<file path="src/rtl/pipe_ctrl_pkg.sv">
// Shared encodings for the pipeline control block.
package pipe_ctrl_pkg;

    typedef enum logic [1:0] {
        PC_BOOT     = 2'd0,
        PC_RUN      = 2'd1,
        PC_MEM_WAIT = 2'd2
    } pc_state_t;

    localparam int MEM_LAT_DEF = 4;

endpackage

</file>
<file path="src/rtl/sat_counter.sv">
// Saturating up-counter with synchronous clear; clear beats increment.
module sat_counter #(
    parameter int CNT_W = 16
) (
    input  logic             clk,
    input  logic             rst,
    input  logic             inc,
    input  logic             clr,
    output logic [CNT_W-1:0] q
);

    always_ff @(posedge clk or negedge rst) begin
        if (!rst)
            q <= '0;
        else if (clr)
            q <= '0;
        else if (inc && (q != {CNT_W{1'b1}}))
            q <= q + CNT_W'(1);
    end

endmodule

</file>
<file path="src/rtl/pipe_ctrl.sv">
// Load/clear sequencing for PC and the four stage registers: memory stall,
// branch flush and hazard bubble arbitration, plus stall/flush statistics.
module pipe_ctrl
    import pipe_ctrl_pkg::*;
#(
    parameter int MEM_LAT = MEM_LAT_DEF,
    parameter int LAT_W   = 3,
    parameter int CNT_W   = 16
) (
    input  logic             clk,
    input  logic             rst,
    input  logic             halt,
    input  logic             mem_req,
    input  logic             br_taken,
    input  logic             hazard,
    input  logic             clr_cnt,
    output logic             pc_ld,
    output logic             if_id_ld,
    output logic             id_ex_ld,
    output logic             ex_mem_ld,
    output logic             mem_wb_ld,
    output logic             if_id_clr,
    output logic             id_ex_clr,
    output logic             ex_mem_clr,
    output logic             mem_wb_clr,
    output logic             mem_done,
    output logic [CNT_W-1:0] stall_cnt,
    output logic [CNT_W-1:0] flush_cnt
);

    pc_state_t        state, nxt;
    logic [LAT_W-1:0] wcnt, wnxt;
    logic [4:0]       ld;    // {pc, if_id, id_ex, ex_mem, mem_wb}
    logic [3:0]       clr;   // {if_id, id_ex, ex_mem, mem_wb}
    logic             adv;
    logic             stall_inc, flush_inc;

    always_ff @(posedge clk or negedge rst) begin
        if (!rst) begin
            state <= PC_BOOT;
            wcnt  <= '0;
        end else begin
            state <= nxt;
            wcnt  <= wnxt;
        end
    end

    always_comb begin
        nxt      = state;
        wnxt     = wcnt;
        ld       = '0;
        clr      = '0;
        mem_done = 1'b0;
        adv      = 1'b0;
        unique case (state)
            PC_BOOT: begin
                clr = '1;
                nxt = PC_RUN;
            end
            PC_RUN: begin
                if (!halt) begin
                    if ((MEM_LAT > 0) && mem_req) begin
                        wnxt = LAT_W'(MEM_LAT - 1);
                        nxt  = PC_MEM_WAIT;
                    end else begin
                        adv = 1'b1;
                    end
                end
            end
            PC_MEM_WAIT: begin
                if (!halt) begin
                    if (wcnt != '0) begin
                        wnxt = wcnt - LAT_W'(1);
                    end else begin
                        mem_done = 1'b1;
                        adv      = 1'b1;
                        nxt      = PC_RUN;
                    end
                end
            end
            default: nxt = PC_BOOT;
        endcase
        // Advance cycle: branch flush beats hazard bubble beats plain advance.
        if (adv) begin
            if (br_taken) begin
                ld  = '1;
                clr = 4'b1100;
            end else if (hazard) begin
                ld  = 5'b00111;
                clr = 4'b0100;
            end else begin
                ld  = '1;
            end
        end
    end

    assign {pc_ld, if_id_ld, id_ex_ld, ex_mem_ld, mem_wb_ld} = ld;
    assign {if_id_clr, id_ex_clr, ex_mem_clr, mem_wb_clr}    = clr;

    assign stall_inc = (state != PC_BOOT) && !halt && !ld[4];
    assign flush_inc = adv && br_taken;

    sat_counter #(.CNT_W(CNT_W)) u_stall_cnt (
        .clk (clk),
        .rst (rst),
        .inc (stall_inc),
        .clr (clr_cnt),
        .q   (stall_cnt)
    );

    sat_counter #(.CNT_W(CNT_W)) u_flush_cnt (
        .clk (clk),
        .rst (rst),
        .inc (flush_inc),
        .clr (clr_cnt),
        .q   (flush_cnt)
    );

endmodule

</file>
<file path="config.mk">
export PLATFORM = sky130hd
export DESIGN_NAME = pipe_ctrl
export DESIGN_NICKNAME = d
export VERILOG_FILES = /design/src/rtl/pipe_ctrl_pkg.sv /design/src/rtl/sat_counter.sv /design/src/rtl/pipe_ctrl.sv
export SDC_FILE = /design/constraint.sdc
export NUM_CORES = 1
export LEC_CHECK = 0
export CAP_MARGIN = 15
export CORE_UTILIZATION = 30
export DETAILED_ROUTE_END_ITERATION = 10
export PLACE_DENSITY = 0.6
export SLEW_MARGIN = 20
export SYNTH_ARGS = -nofsm -noshare
export SYNTH_HDL_FRONTEND = slang
export SYNTH_SLANG_ARGS = --single-unit
</file>
<file path="constraint.sdc">
create_clock -name clk -period 4.95 [get_ports clk]
set_input_delay 0.495 -clock clk [delete_from_list [all_inputs] [get_ports clk]]
set_output_delay 0.495 -clock clk [all_outputs]
set_load 0.03 [all_outputs]
</file>
==> results.py, run 1 <==
metrics = {
    "status": {
        "status": "complete, no violations",
    },
    "detailed_routing": {
        "vias_per_cell": 5.01,
        "ant_nets": 0,
        "dr_total_vias": 1868,
        "first_iter_violations": 103,
        "first_pass_iters": 5,
        "drt_wl_total_um": 4850,
        "wl_per_cell_um": 13.0,
        "drcViolationCount": 0,
    },
    "timing": {
        "drv_slew": 0,
        "skew_ns": 0.00642,
        "final_hold_viol_count": 0,
        "holdWs_ns": 0.310,
        "fmax_mhz": 327,
        "min_period_over_period_pct": 61.8,
        "rsz0062_at_grt": "false",
        "worst_pin_slew_ns": 0.889,
        "fin_setup_tns_ns": 0,
        "maxSlewHeadroom_pct": 40.2,
        "fin_crit_ns": 3.06,
        "setup_viol": 0,
    },
    "cts": {
        "cts_max_path_buffers": 2,
        "clkSinkCount": 37,
        "numCtsBuffers": 5,
        "cts.repair.resized": 0,
        "cts_tree": "built",
        "cts.htree.levels": 2,
        "cts_setup_buffers": 0,
        "holdBufCountCts": 0,
        "clkTransAtPathRegs_ns": 0.08,
        "insertion_delay_ns": 0.29,
        "cts-root-buf": "clkbuf_8",
    },
    "synth": {
        "synth_flop_cell": "dfrtp_1",
        "synth_edf_count": 0,
        "synth-seq-cells": 37,
        "synthCells": 232,
        "synth_nets": 246,
        "ys_seq_area_share_pct": 43.8,
        "synth.cell_area_sq_um": 2110,
        "synth_warnings": 0,
        "synth_cell_types": 37,
        "avgSynthCellArea_sq_um": 9.11,
        "async_flop_share_pct": 100,
    },
    "floorplanning": {
        "fp.dieH_um": 85.9,
        "start_util_pct": 31.1,
        "rows": 30,
        "die_area_sq_um": 7380,
        "pin_count": 49,
        "dieWidth_um": 85.9,
        "core_sq_um": 6790,
    },
    "global_route": {
        "grt_pass1_vias": 1751,
        "grt_use_total_pct": 14.2,
        "grt_util_met3_pct": 3.18,
        "gr-max-usage-layer": "met2",
        "grt_max_degree": 38,
        "grt_pass1_wl_um": 8240,
        "met2_usage_pct": 22.4,
        "antenna_found_initial": 0,
        "grt.met1_usage_pct": 18.5,
        "grt_overflow": 0,
    },
    "critical_path": {
        "cpMostUsedCell": "ha_1",
        "crit_fanout": 17,
        "path_cells": "inv_1, ha_1, ha_1, and2_4, o211ai_2, nand2_1, clkdlybuf4s50_1",
        "cp_top_family": "buffers and inverters",
        "required_ns": 4.45,
        "cp_slowest_cell": "clkdlybuf4s50_1",
        "crit_path_start_kind": "register",
        "max_stage_delay_ns": 0.63,
        "path_buf_inv": 2,
        "critical_path_class": "reg2out",
        "end_kind": "output port",
        "cp.arrival_ns": 2.57,
    },
    "final_layout": {
        "area_growth_pct": 29.4,
        "antenna_cells": 0,
        "fin_area_sq_um": 2730,
        "finalNetCount": 290,
        "post_route_cells_drive_above_1_share_pct": 6.14,
    },
    "pwr": {
        "max-vdd-ir-drop_uv": 90.6,
        "clockPowerShare_pct": 25.0,
        "p_per_area_nw_per_um2": 302,
        "swShare_pct": 35.9,
        "seq_power_share_pct": 40.6,
        "combPwrFrac_pct": 34.4,
        "total_power_uw": 827,
        "switchingPower_uw": 297,
        "p_int_uw": 530,
        "leakage_uw": 0.00102,
    },
    "worst_hold_path": {
        "hold_class": "in2async",
    },
    "place": {
        "dpl.hpwl_um": 3360,
        "place_congestion": 0.816,
        "io_buffers": 48,
        "place_area_sq_um": 2650,
    },
    "job": {
        "maxCapViolCount": 0,
    },
}
## flip-flops by register name, summed over array words and instances, names as in the netlist
name and flops:
u_stall_cnt.q 16, u_flush_cnt.q 16, wcnt 3, state 2
## logic make-up (layout without fill, tap and decap cells)
kind of cell	count (synthesis)	count (layout)	share of synthesized area, %
AOI/OAI and AO/OA	39	39	11.9
xor gates and xnor gates	17	17	7.05
adders and majority gates	7	7	4.14
buffers and inverters	24	69	5.09
DFF	37	37	43.8
muxes	2	2	1.01
and+or+nand+nor	106	106	27.0
## Yosys cell counts, drive strengths merged (6+ instances only)
library cell  count  area [sq um]
dfrtp            37           926
nor2             26          97.6
xnor2            17           149
nand2            16          60.1
a21oi            15          75.1
o21ai            13          65.1
inv              12          45.0
nor4             11          68.8
or3              10          62.6
nand3             9          45.0
nand4             8          50.1
buf               7          43.8
ha                7          87.6
nor3              6          30.0
## stage by stage
step	setup slack, ns	instances	util, %
6_report	1.89	373	40.2
3_3_place_gp	2.02	365	39.1
2_1_floorplan	2.72	232	-
5_1_grt	1.74	373	40.2
3_5_place_dp	1.96	365	39.1
4_1_cts	1.86	373	40.2
## cell usage in the layout (no fill, tap or decap)
| cell type | netlist | routed |
|---|---|---|
| o221ai_2 | 1 | 1 |
| o211ai_2 | 1 | 1 |
| a211o_1 | 1 | 1 |
| nor2b_1 | 3 | 3 |
| nand4_1 | 8 | 8 |
| nor2_1 | 26 | 26 |
| nand2_1 | 16 | 16 |
| xnor2_1 | 17 | 17 |
| nand3_1 | 9 | 9 |
| and4b_1 | 1 | 1 |
| dfrtp_1 | 37 | 37 |
| nand2b_1 | 2 | 2 |
| o31ai_1 | 4 | 4 |
| and2_4 | 2 | 2 |
| and4_1 | 4 | 4 |
| clkdlybuf4s50_1 | 0 | 47 |
| o21ai_0 | 13 | 13 |
| a22oi_1 | 1 | 1 |
| ha_1 | 7 | 7 |
| o2111ai_2 | 1 | 1 |
| mux2i_1 | 1 | 1 |
| a21oi_1 | 15 | 15 |
| or3_1 | 10 | 10 |
| buf_2 | 2 | 1 |
| and4_4 | 1 | 1 |
| or4_1 | 3 | 3 |
| mux2_2 | 1 | 1 |
| inv_1 | 12 | 12 |
| a2111oi_2 | 1 | 1 |
| nor4b_1 | 1 | 1 |
| nor3_1 | 6 | 6 |
| or2_2 | 2 | 2 |
| buf_4 | 4 | 1 |
| o21bai_1 | 1 | 1 |
| clkbuf_1 | 5 | 3 |
| nor4_1 | 11 | 11 |
| nor3b_1 | 1 | 1 |
| clkbuf_8 | 0 | 5 |
## routing by layer
layer	routed length, um	part of all wire, %	vias to the layer above
met5	0	0	-
met4	91	1.9	0
met3	215	4.4	9
met2	2210	46	46
met1	2330	48	892
li1	-	-	921
## area by class of cell
type	instances	area (sq um)
Fill cell	681	4060
Tap cell	96	120
Sequential cell	37	926
Multi-Input combinational cell	171	1080
Clock buffer	8	80.1
Inverter	12	45.0
Timing Repair Buffer	49	483
## power groups by stage
stage          clock [uW]  combinational [uW]  sequential, uW
2_1_floorplan           0                 185             349
6_report              207                 284             335
3_3_place_gp            0                 283             340
5_1_grt               228                 313             338
4_1_cts               216                 287             335
3_5_place_dp            0                 285             341
## worst paths after layout
| check | start | to | slack (ns) | depth (start not counted) |
|---|---|---|---|---|
| worst max-delay path | wcnt[0]$_DFFE_PN0P_ | if_id_clr | 1.89 | 7 |
| worst min-delay path | rst | u_stall_cnt.q[9]$_DFFE_PN0P_ | 0.31 | 1 |
| worst max register to register | wcnt[0]$_DFFE_PN0P_ | u_stall_cnt.q[13]$_DFFE_PN0P_ | 2.59 | 9 |
| worst min register to register | wcnt[2]$_DFFE_PN0P_ | wcnt[2]$_DFFE_PN0P_ | 0.48 | 2 |
| max in group asynchronous | rst | u_flush_cnt.q[6]$_DFFE_PN0P_ | 4.10 | 1 |
| min in group clk | wcnt[2]$_DFFE_PN0P_ | wcnt[2]$_DFFE_PN0P_ | 0.48 | 2 |
Power figures use the tool's default switching activity.
==> run 2: changes to the inputs <==
PLACE_DENSITY = 0.61   (was 0.6)
clock period = 2.7 ns   (was 4.95 ns; I/O delays follow)
==> run 2 against run 1 <==
Sequential power increased by 83%. Via count down 1.2%. Total power rose by 110%. Core utilization is 1.2 points higher. Critical path type unchanged. Largest power group unchanged. Highest routed layer unchanged.
==> results.py, run 2 (synthesis gave the netlist of run 1 again) <==
metrics = {
    "critical_path": {
        "crit_fanout": 3,
        "path_cells": "inv_1, ha_1, ha_1, and2_4, or2_2, nand2_1, inv_1, clkdlybuf4s50_1",
        "cp.arrival_ns": 2.28,
        "crit_path_start_kind": "register",
        "max_stage_delay_ns": 0.59,
        "cp_slowest_cell": "clkdlybuf4s50_1",
        "end_kind": "output port",
        "required_ns": 2.43,
        "critical_path_class": "reg2out",
    },
    "detailed_routing": {
        "drcViolationCount": 0,
        "vias_per_cell": 4.92,
        "drt_wl_total_um": 4820,
        "first_iter_violations": 78,
        "first_pass_iters": 4,
        "ant_nets": 0,
        "dr_total_vias": 1846,
        "wl_per_cell_um": 12.8,
    },
    "pwr": {
        "leakage_uw": 0.00112,
        "total_power_uw": 1700,
        "p_per_area_nw_per_um2": 603,
        "max-vdd-ir-drop_uv": 272,
    },
    "global_route": {
        "grt_overflow": 0,
        "grt_pass1_wl_um": 8580,
        "grt_pass1_vias": 1790,
        "grt_use_total_pct": 14.4,
        "antenna_found_initial": 0,
        "grt_max_degree": 38,
    },
    "final_layout": {
        "area_growth_pct": 33.2,
        "layout_commonest_cell": "clkdlybuf4s50_1",
        "finalNetCount": 292,
        "antenna_cells": 0,
        "top_regs": "u_flush_cnt.q x16, u_stall_cnt.q x16, wcnt x3",
        "post_route_cells_drive_above_1_share_pct": 8.24,
        "final_cells": 375,
        "final_cell_mix": "clkdlybuf4s50_1 (42), dfrtp_1 (37), nor2_1 (26)",
    },
    "cts": {
        "cts.htree.levels": 2,
        "cts-root-buf": "clkbuf_8",
        "numCtsBuffers": 5,
        "clkTransAtPathRegs_ns": 0.08,
        "cts_setup_buffers": 0,
        "insertion_delay_ns": 0.29,
        "holdBufCountCts": 0,
        "clkSinkCount": 37,
        "cts_max_path_buffers": 2,
        "cts_tree": "built",
    },
    "floorplanning": {
        "fp.dieH_um": 85.9,
        "core_sq_um": 6790,
        "die_area_sq_um": 7380,
        "rows": 30,
        "dieWidth_um": 85.9,
        "start_util_pct": 31.1,
        "pin_count": 49,
    },
    "timing": {
        "final_hold_viol_count": 0,
        "fmax_mhz": 392,
        "skew_ns": 0.00776,
        "min_period_over_period_pct": 94.5,
        "maxSlewHeadroom_pct": 44.6,
        "rsz0062_at_grt": "false",
        "drv_slew": 0,
        "worst_pin_slew_ns": 0.831,
        "fin_setup_tns_ns": 0,
        "setup_viol": 0,
        "fin_crit_ns": 2.55,
    },
    "job": {
        "maxCapViolCount": 0,
    },
    "status": {
        "status": "complete, no violations",
    },
    "place": {
        "place_congestion": 0.785,
        "io_buffers": 48,
        "dpl.hpwl_um": 3430,
        "placed_cells": 367,
    },
    "worst_hold_path": {
        "hold_class": "in2async",
    },
}
[run 2: repair_timing]
action / 4_1_cts / 5_1_grt
endpoints found under the hold margin: 0 / 0
gates resized for setup: 1 / 5
setup endpoints to repair: 1 / 6
[run 2: final timing paths]
path	from	end	slack, ns	depth (start not counted)
worst min-delay path	rst	state[0]$_DFFE_PN0P_	0.08	1
worst max-delay path	wcnt[0]$_DFFE_PN0P_	id_ex_ld	0.15	8
worst max register to register	wcnt[0]$_DFFE_PN0P_	u_stall_cnt.q[15]$_DFFE_PN0P_	0.36	9
min in group clk	wcnt[2]$_DFFE_PN0P_	wcnt[2]$_DFFE_PN0P_	0.48	2
worst min register to register	wcnt[2]$_DFFE_PN0P_	wcnt[2]$_DFFE_PN0P_	0.48	2
max in group asynchronous	rst	u_flush_cnt.q[14]$_DFFE_PN0P_	2.09	1
[run 2: cell type report]
cell class                      instances  area [sq um]
Clock inverter                          3          65.1
Multi-Input combinational cell        171          1080
Sequential cell                        37           926
Fill cell                             677          3980
Clock buffer                            5          68.8
Inverter                               12          45.0
Timing Repair Buffer                   51           507
Tap cell                               96           120
[run 2: worst max-delay path, delay by kind of cell (launching register included)]
family	cells	cell delay (ns)
adders and majority gates	2	0.39
buffers and inverters	3	0.72
DFF	1	0.32
and+or+nand+nor	3	0.57
[run 2: power breakdown]
part           internal [uW]  switching (uW)  leakage (uW)
combinational            193             318      0.000550
sequential               589            24.2      0.000503
clock                    367             205     0.0000681
total                   1150             547       0.00112
[run 2: per-layer routing]
metal | vias up | GRT usage, % | wire length, um
met4 | 0 | 4.09 | 59
met1 | 885 | 19.6 | 2370
li1 | 915 | - | -
met3 | 7 | 3.75 | 187
met5 | - | 0 | 0
met2 | 39 | 22.5 | 2210
[run 2: through the flow]
stage / setup WS (ns) / hold WS, ns / instance area, sq um / utilization [%]
3_5_place_dp: 0.272 / 0.440 / 2670 / 39.3
4_1_cts: 0.0673 / 0.122 / 2800 / 41.2
2_1_floorplan: 0.473 / -0.0256 / 2110 / -
3_3_place_gp: 0.299 / 0.431 / 2670 / 39.3
5_1_grt: 0.000644 / 0.138 / 2810 / 41.4
6_report: 0.149 / 0.0772 / 2810 / 41.4
